--- src/rtl/imem_fetch_arbiter.sv ---
// imem_fetch_arbiter: two-port round-robin fetch arbiter that assembles
// 32-bit big-endian words from a byte-wide synchronous instruction memory.
module imem_fetch_arbiter #(
  parameter int ADDR_WIDTH = 10
) (
  input  logic                  clk,
  input  logic                  rst,
  input  logic                  req0_valid,
  input  logic [31:0]           req0_addr,
  output logic                  req0_ready,
  output logic                  rsp0_valid,
  input  logic                  rsp0_ready,
  output logic [31:0]           rsp0_data,
  input  logic                  req1_valid,
  input  logic [31:0]           req1_addr,
  output logic                  req1_ready,
  output logic                  rsp1_valid,
  input  logic                  rsp1_ready,
  output logic [31:0]           rsp1_data,
  output logic                  mem_en,
  output logic [ADDR_WIDTH-1:0] mem_addr,
  input  logic [7:0]            mem_rdata,
  output logic                  busy
);

  typedef enum logic [1:0] {
    IDLE,
    READ,
    DRAIN,
    RESP
  } state_t;

  state_t                state;
  state_t                state_nxt;
  logic [1:0]            cnt;
  logic [ADDR_WIDTH-1:0] base;
  logic                  port;
  logic                  last_grant;
  logic                  rd_pend;
  logic [1:0]            rd_off;
  logic                  gnt0;
  logic                  gnt1;
  logic                  accept;
  logic [31:0]           sel_addr;
  logic [31:0]           cap_word;
  logic                  unused_addr;

  // On a tie the port that did not win last time gets the grant.
  assign gnt1 = req1_valid & (~req0_valid | ~last_grant);
  assign gnt0 = req0_valid & ~gnt1;
  assign accept = (state == IDLE) & (gnt0 | gnt1);

  assign sel_addr = gnt1 ? req1_addr : req0_addr;
  assign unused_addr = ^{sel_addr[31:ADDR_WIDTH], sel_addr[1:0]};

  assign busy = (state != IDLE);

  always_ff @(posedge clk or negedge rst) begin
    if (!rst) begin
      state <= IDLE;
    end else begin
      state <= state_nxt;
    end
  end

  always_comb begin
    state_nxt  = state;
    req0_ready = 1'b0;
    req1_ready = 1'b0;
    rsp0_valid = 1'b0;
    rsp1_valid = 1'b0;
    mem_en     = 1'b0;
    mem_addr   = '0;
    unique case (state)
      IDLE: begin
        req0_ready = rst & gnt0;
        req1_ready = rst & gnt1;
        if (gnt0 | gnt1) begin
          state_nxt = READ;
        end
      end
      READ: begin
        mem_en   = 1'b1;
        mem_addr = base + ADDR_WIDTH'(cnt);
        if (cnt == 2'd3) begin
          state_nxt = DRAIN;
        end
      end
      DRAIN: begin
        state_nxt = RESP;
      end
      RESP: begin
        rsp0_valid = ~port;
        rsp1_valid = port;
        if (port ? rsp1_ready : rsp0_ready) begin
          state_nxt = IDLE;
        end
      end
    endcase
  end

  always_ff @(posedge clk or negedge rst) begin
    if (!rst) begin
      cnt        <= 2'd0;
      base       <= '0;
      port       <= 1'b0;
      last_grant <= 1'b1;
      rd_pend    <= 1'b0;
      rd_off     <= 2'd0;
    end else begin
      // Memory data lags the strobe by one cycle; track what is in flight.
      rd_pend <= mem_en;
      rd_off  <= cnt;
      if (accept) begin
        base       <= {sel_addr[ADDR_WIDTH-1:2], 2'b00};
        port       <= gnt1;
        last_grant <= gnt1;
        cnt        <= 2'd0;
      end else if (state == READ) begin
        cnt <= cnt + 2'd1;
      end
    end
  end

  always_comb begin
    cap_word = port ? rsp1_data : rsp0_data;
    unique case (rd_off)
      2'd0: cap_word[31:24] = mem_rdata;
      2'd1: cap_word[23:16] = mem_rdata;
      2'd2: cap_word[15:8]  = mem_rdata;
      2'd3: cap_word[7:0]   = mem_rdata;
    endcase
  end

  always_ff @(posedge clk or negedge rst) begin
    if (!rst) begin
      rsp0_data <= '0;
      rsp1_data <= '0;
    end else if (rd_pend) begin
      if (port) begin
        rsp1_data <= cap_word;
      end else begin
        rsp0_data <= cap_word;
      end
    end
  end

endmodule

--- config.mk ---
export PLATFORM = sky130hd
export DESIGN_NAME = imem_fetch_arbiter
export DESIGN_NICKNAME = d
export VERILOG_FILES = /design/src/rtl/imem_fetch_arbiter.sv
export SDC_FILE = /design/constraint.sdc
export NUM_CORES = 1
export LEC_CHECK = 0
export BUFFER_PORTS_ARGS = -buffer_cell sky130_fd_sc_hd__buf_4
export CORE_MARGIN = 1.5
export CORE_UTILIZATION = 50
export CTS_CLUSTER_DIAMETER = 100
export CTS_CLUSTER_SIZE = 30
export DETAILED_ROUTE_END_ITERATION = 6
export PLACE_DENSITY_LB_ADDON = 0.1
export SLEW_MARGIN = 20
export SYNTH_ARGS = -nofsm -noshare
export SYNTH_HDL_FRONTEND = slang
export SYNTH_SLANG_ARGS = --single-unit
--- constraint.sdc ---
create_clock -name clk -period 3.2 [get_ports clk]
set_clock_uncertainty 0.15 [all_clocks]
set_input_delay 0.16 -clock clk [delete_from_list [all_inputs] [get_ports clk]]
set_output_delay 0.16 -clock clk [all_outputs]
set_load 0.02 [all_outputs]
Yosys cells after proc, flatten, opt, wreduce, memory -nomap -nowiden
Index checks and enable logic that the tools add are counted.
{"block": "totals", "register_bits": 81, "inputBits": 78, "out_inout_bits": 80}
{"block": "op_classes", "add_sub_neg": 2, "n_eq_ne": 10, "muxes": 19, "bitwise": 11, "reduce_logical": 7}
{"cell": "$mux W32", "count": 1}
{"cell": "$mux W8", "count": 4}
{"cell": "$mux W10", "count": 2}
{"cell": "$add A10 B2 Y10", "count": 1}
{"cell": "$eq A2 B2 Y1 const B", "count": 5}
{"cell": "$mux W2", "count": 5}
{"cell": "$pmux W2 S4", "count": 1}
{"cell": "$mux W1", "count": 6}
{"cell": "$and A1 B1 Y1", "count": 5}
{"cell": "$eq A2 B1 Y1 const B", "count": 2}
{"cell": "$logic_not A2 Y1", "count": 2}
{"cell": "$ne A2 B2 Y1 const B", "count": 2}
{"cell": "$not A1 Y1", "count": 4}
{"cell": "$reduce_and A2 Y1", "count": 2}
{"cell": "$reduce_bool A2 Y1", "count": 2}
{"cell": "$reduce_and A3 Y1", "count": 1}
{"cell": "$add A2 B1 Y2 const B", "count": 1}
{"cell": "$ne A2 B1 Y1 const B", "count": 1}
{"cell": "$or A1 B1 Y1", "count": 2}

Depth between registers and ports, before layout
Gate-level depths: netlist of the first run.
{"block": "logic_depth", "ltp_word": 8, "depth_mapped": 7, "mapped_depth_nobuf": 5}

Least setup slack after synthesis of the first run
OpenSTA, ideal clock, no wires.
{"block": "synth_path", "kind": "reg2reg", "start": "register state[1]", "end": "register state[1]", "t_arrival_ns": 1.535, "path_slack_ns": 1.391, "path_stages_with_launch": 6, "path_buffers": 0, "synth_period_minus_slack_ns": 1.809, "cell_sequence": "dfrtp_1 inv_1 ha_1 nor2b_1 a221oi_1 mux2_2"}
{"block": "synth_via", "elab_chain_cells": 3, "elab_cells_between_ends": 9, "classes_between": "6 x eq/ne; 1 x mux; 2 x reduce/logical"}
{"item": "start, declared", "line_no": "33", "text": "state_t state;"}
{"item": "start signal, assigned", "line_no": "62", "text": "state <= state_nxt;"}
{"item": "$eq A2 B2 Y1 (tied with other cells)", "line_no": "74", "text": "unique case (state)"}
{"item": "$ne A2 B2 Y1 (no line) / $ne A2 B1 Y1 (equally long branches)"}
{"item": "$reduce_and A3 Y1 (no line)"}
Several ways; a longest one is shown, not always the timed one.
A chain may end at the register's enable or synchronous reset.

Worst setup path in the final report of the first run
{"block": "layout_path", "start": "register last_grant", "end": "register base[2]"}
{"block": "layout_via", "elab_chain_cells": 7, "elab_cells_between_ends": 8, "classes_between": "1 x mux; 7 x bitwise"}
{"item": "start, declared", "line_no": "38", "text": "logic last_grant;"}
{"item": "start signal, assigned", "line_no": "117", "text": "last_grant <= gnt1;"}
{"item": "$not A1 Y1 *", "line_no": "49", "text": "assign gnt1 = req1_valid & (~req0_valid | ~last_grant);"}
{"item": "$or A1 B1 Y1 *", "line_no": "49"}
{"item": "$and A1 B1 Y1 *", "line_no": "49"}
{"item": "$not A1 Y1", "line_no": "50", "text": "assign gnt0 = req0_valid & ~gnt1;"}
{"item": "$and A1 B1 Y1", "line_no": "50"}
{"item": "$or A1 B1 Y1", "line_no": "51", "text": "assign accept = (state == IDLE) & (gnt0 | gnt1);"}
{"item": "$and A1 B1 Y1", "line_no": "51"}
{"item": "end signal, assigned", "line_no": "115", "text": "base <= {sel_addr[ADDR_WIDTH-1:2], 2'b00};"}
{"item": "end, declared", "line_no": "36", "text": "logic [ADDR_WIDTH-1:0] base;"}
Mark *: on every way between the ends. The rest lies on a longest branch, timed or not.

==> results of run 1 <==
[power breakdown]
group          switching, mW  total (mW)  leakage, nW  internal [mW]
registers              0.360        1.90        0.970           1.54
clock network          0.353       0.757        0.103          0.404
logic                   1.17        2.35         1.21           1.17
[cell families (layout without fill, tap and decap cells)]
family / Yosys count / count (layout)
adders and majority gates: 5 / 5
muxes: 75 / 75
AOI/OAI and AO/OA: 16 / 16
xor gates and xnor gates: 1 / 1
and+or+nand+nor: 39 / 39
DFF: 81 / 81
buffers and inverters: 11 / 155
[registers in the layout, indices dropped and copies added, names as in the netlist]
signal      flops
cnt             2
rsp0_data      32
rsp1_data      32
rd_off          2
state           2
base            8
port            1
rd_pend         1
last_grant      1
[cells in the mapped netlist (all sizes together)]
library cell	count	area, sq um
dfstp	1	26.3
and4	1	8.76
o21ai	10	50.0
nand4b	3	45.0
xor2	1	8.76
inv	3	11.3
a2bb2oi	1	8.76
a21bo	1	10.0
ha	5	62.6
a31oi	1	6.26
nand4	1	12.5
dfrtp	80	2000
nor3	2	32.5
nor2	3	11.3
and2	13	81.3
buf	5	36.3
a21oi	2	10.0
nand2b	1	13.8
clkbuf	3	11.3
nor2b	2	12.5
nor3b	2	37.5
mux2	66	743
mux2i	9	90.1
a221oi	1	8.76
nand2	11	41.3
[final cells by class]
| class | count | area, sq um | share of cell area, % |
|---|---|---|---|
| sequential | 81 | 2030 | 42.9 |
| timing repair buffer | 136 | 1090 | 23.0 |
| clock buffer | 12 | 155 | 3.28 |
| multi-input combinational | 136 | 1300 | 27.5 |
| clock inverter | 4 | 51.3 | 1.09 |
| tap | 77 | 96.3 | 2.04 |
| inverter | 3 | 11.3 | 0.238 |
[critical path, cell delays in order, from the launching register on]
cell and delay, ns:
dfstp_2 0.55, a21bo_2 0.32, mux2i_1 0.26, dlygate4sd3_1 0.57, o21ai_0 0.07
[worst paths after layout]
path	startpoint	to
setup / recovery	last_grant	base[2]
hold / removal	req0_addr[4]	base[4]
setup reg to reg	last_grant	base[2]
hold reg to reg	cnt[1]	rd_off[1]
max in group asynchronous	rst	rd_pend
min in group asynchronous	rst	rsp1_data[7]
[per-layer routing]
layer	up-vias	global-route usage [%]	part of all wire, %
met3	7	4.18	5.7
met2	83	35.9	50
met4	0	8.20	0.70
met1	1159	26.8	43
li1	1083	-	-
met5	-	0	0
[what timing repair did]
item                                   CTS  global route
setup endpoints to repair                0             0
endpoints found under the hold margin  110             0
setup buffers                            0             0
hold buffers                            26             0
==> flow_summary.ini, run 1 <==
[status]
status = complete, but fails checks
violations = design-rule violations

[drt]
vias_per_cell = 5.19
drtAntennaViolNets = 0
routed_wirelength_um = 7330
drt-wirelength-per-cell_um = 16.3
drtPass1Iterations = 6
first_iter_violations = 71
drc = 8
vias = 2332

[clock_network]
numCtsBuffers = 9
htreeDepth = 3
clock_latency_ns = 0.33
cts-root-buf = clkbuf_8
cts.sinks = 81
clk_pin_slew_ns = 0.08
cts_buffer_depth = 2
cts_resized = 0
cts_tree = built

[global_route]
grt_usage_pct = 21.1
first_global_vias = 2384
gr-total-overflow = 0
grt_start_max_net_pins = 45
antenna_found_initial = 0
grt_pass1_wl_um = 11800

[timing]
slew_violations = 0
hold_viol = 0
layout_setup_ws_ns = 1.15
hold_slack_ns = 0.0146
clock.fmax_mhz = 487
rsz0062_at_grt = no
fin_crit_sh_pct = 64.2
worst_slew_pin_slew_ns = 0.638
finalSetupTns_ns = 0
period_needed_ns = 2.05
setup_violations = 0
slew_headroom_pct = 57.5

[worst_setup_path]
startpoint_type = flop
rrSetupSlack_ns = 1.15
path_class = reg2reg
r2r_cells = 4
crit_fanout = 11
cp_data_arrival_time_ns = 2.10
worstPathRequired_ns = 3.25
cp-end-kind = flop

[place]
post-place-cells = 407
dp_slack_ns = 1.24
gp_congestion = 0.741
portBuffers = 109
place_area_sq_um = 4260
dpl.hpwl_um = 4910

[final_layout]
nFillCells = 453
instances_no_fill = 449
layout_common_cells = 110 x buf_4, 80 x dfrtp_1, 66 x mux2_2, 26 x dlygate4sd3_1, 13 x and2_1
areaGrowthSynthToFinish_pct = 39.8
fin_nets = 450
layout_commonest_cell = buf_4
antenna_cells = 0
final_area_sq_um = 4730
fin_util_pct = 73.2
drive_gt1_share_pct = 54.6

[logic_synthesis]
yosysUniqueCellTypes = 28
netlist_instances = 228
synth-compound-area-share_pct = 2.77
yosysSeqAreaShare_pct = 60.0
synth_fa_ha_area_share_pct = 1.85
syn_area_per_cell_sq_um = 14.8
synth_simple_gate_area_share_pct = 8.77
syn_area_sq_um = 3380
synth_xor_area_share_pct = 0.259
synth_nets = 311
synth_top_family_by_area = multiplexers
synth_warnings = 0
ys_seq_elements = 81
synthMuxAreaShare_pct = 24.6

[min_path]
holdPathStages = 3
hold_class = in2reg

[die]
rows = 29
core_sq_um = 6460
dieArea_sq_um = 7270
initial_utilization_pct = 52.4
io_pins = 158
die_h_um = 85.2
fp.dieW_um = 85.2

[flow_run]
cap_viol_max_count = 0

[power_and_ir_drop]
p_per_area_nw_per_um2 = 1060
ir_worst_vdd_v = 0.000478
totalPowerFinal_mw = 5.01
p_leak_nw = 2.29
No activity file was read; power rests on OpenSTA's default activity.
==> inputs of run 2 (changes only) <==
--- a/config.mk
+++ b/config.mk
@@ -7,7 +7,7 @@
 export LEC_CHECK = 0
 export BUFFER_PORTS_ARGS = -buffer_cell sky130_fd_sc_hd__buf_4
 export CORE_MARGIN = 1.5
-export CORE_UTILIZATION = 50
+export CORE_UTILIZATION = 42
 export CTS_CLUSTER_DIAMETER = 100
 export CTS_CLUSTER_SIZE = 30
 export DETAILED_ROUTE_END_ITERATION = 6
==> constraint.sdc (replaced) <==
create_clock -name clk -period 1.7 [get_ports clk]
set_clock_uncertainty 0.15 [all_clocks]
set_input_delay 0.085 -clock clk [delete_from_list [all_inputs] [get_ports clk]]
set_output_delay 0.085 -clock clk [all_outputs]
set_load 0.02 [all_outputs]
==> run 2 against run 1 <==
  * The flow now finishes without violations
  * Non-clock buffer count is 33 higher
  * Flip-flop and latch count stayed put
  * Register-to-register slack worse by 1.1 ns
  * Critical path depth is 1 higher
  * Design area is 11% higher
  * Critical path type is now reg2out
  * Combinational power is 120% higher
  * First-iteration DRC count is 59% lower
  * Sequential share of layout area is 4.1 points lower
==> flow_summary.ini, run 2 (synthesis results as in run 1) <==
[final_layout]
layout_common_cells = 125 x buf_4, 77 x dfrtp_1, 65 x mux2_2, 27 x dlygate4sd3_1, 14 x buf_6
drive_gt1_share_pct = 62.5
antenna_cells = 0
fin_util_pct = 67.4
layout_commonest_cell = buf_4
largestRegisters = rsp0_data: 32 flops, rsp1_data: 32 flops, base: 8 flops
instances_no_fill = 507
fin_nets = 483
areaGrowthSynthToFinish_pct = 54.8
nFillCells = 597

[die]
core_sq_um = 7770
io_pins = 158
die_h_um = 92.7
initial_utilization_pct = 43.5
fp.dieW_um = 92.7
dieArea_sq_um = 8600
rows = 32

[worst_setup_path]
crit_fanout = 7
critPathLaunch = state[0]
r2r_start = state[1]
startpoint_type = flop
path_class = reg2out
worstPathRequired_ns = 1.46
cp_data_arrival_time_ns = 1.46
rrSetupSlack_ns = 0.006
cp-end-kind = primary output

[drt]
drtAntennaViolNets = 0
routed_wirelength_um = 7820
vias_per_cell = 4.87
vias = 2467
first_iter_violations = 29
drt-wirelength-per-cell_um = 15.4
drtPass1Iterations = 4
drc = 0

[timing]
slew_violations = 0
hold_slack_ns = 0.0381
period_needed_ns = 1.69
rsz0062_at_grt = yes
clock.fmax_mhz = 590
worst_slew_pin_slew_ns = 0.412
slew_headroom_pct = 72.5
setup_violations = 0
finalSetupTns_ns = 0
hold_viol = 0
fin_crit_sh_pct = 99.7

[power_and_ir_drop]
ir_worst_vdd_v = 0.000852
p_per_area_nw_per_um2 = 1990
totalPowerFinal_mw = 10.4
p_leak_nw = 2.52

[clock_network]
cts.sinks = 81
clock_latency_ns = 0.35
cts_tree = built
cts-root-buf = clkbuf_8
numCtsBuffers = 9
clk_pin_slew_ns = 0.09
htreeDepth = 3
cts_buffer_depth = 2

[global_route]
gr-total-overflow = 0
grt_start_max_net_pins = 81
first_global_vias = 2404
grt_pass1_wl_um = 12400
grt_usage_pct = 19.3
antenna_found_initial = 0

[flow_run]
cap_viol_max_count = 0

[min_path]
hold_class = in2reg
min-delay-start = rsp0_ready

[place]
dpl.hpwl_um = 5150
post-place-cells = 453
gp_congestion = 0.709
portBuffers = 109

[status]
status = finished clean
run 2: cell count changes in the layout (fill, tap and decap cells not counted), sizes merged:
cell	change
buf	+31
dlygate4sd3	+1
clkinv	-2
bufinv	+2
clkbuf	-2
clkinvlp	+1
inv	+2
run 2: final timing paths:
path / end / cells after the start
max reg2reg: state[1] / 4
min: state[0] / 4
min reg2reg: rd_off[0] / 0
min in group asynchronous: last_grant / 2
max: req0_ready / 5
max in group asynchronous: rd_pend / 3
run 2: worst max-delay path, stage by stage, from the launching register on:
cell     delay, ns
dfrtp_2       0.46
inv_2         0.09
ha_4          0.14
buf_6         0.11
and4_1        0.19
buf_6         0.12
run 2: timing repair:
item	4_1_cts	5_1_grt
endpoints found under the hold margin	155	0
pin swaps	0	5
cloned	0	1
endpoints found under the setup margin	40	22
hold buffers	27	0
resized for setup	10	29
buffers inserted	3	7
run 2: cell type report:
type | instances | area [sq um] | area share (%)
Clock buffer | 9 | 124 | 2.37
Clock inverter | 7 | 125 | 2.39
Inverter | 3 | 11.3 | 0.215
Multi-Input combinational cell | 136 | 1390 | 26.5
Sequential cell | 81 | 2030 | 38.8
Tap cell | 102 | 128 | 2.44
Timing Repair Buffer | 169 | 1430 | 27.3
run 2: per-stage QoR:
| stage | cell area [sq um] | setup slack [ns] |
|---|---|---|
| after CTS | 5060 | -0.0583 |
| after floorplan | 3390 | 0.0167 |
| final | 5230 | 0.00564 |
| after global routing | 5230 | -0.0754 |
| after global placement | 4470 | -0.0871 |
| after detailed placement | 4470 | -0.123 |
run 2: power breakdown:
group          internal (mW)  total (mW)  switching [mW]
registers               2.91        3.49           0.588
clock network          0.990        1.71           0.719
logic                   2.75        5.23            2.49
run 2: per-layer routing:
metal,track usage [%],vias to the layer above,share of wire [%]
met1,25.6,1220,45
met5,0,-,0
met2,30.5,86,47
met3,4.43,12,5.8
li1,-,1149,-
met4,7.95,0,1.7
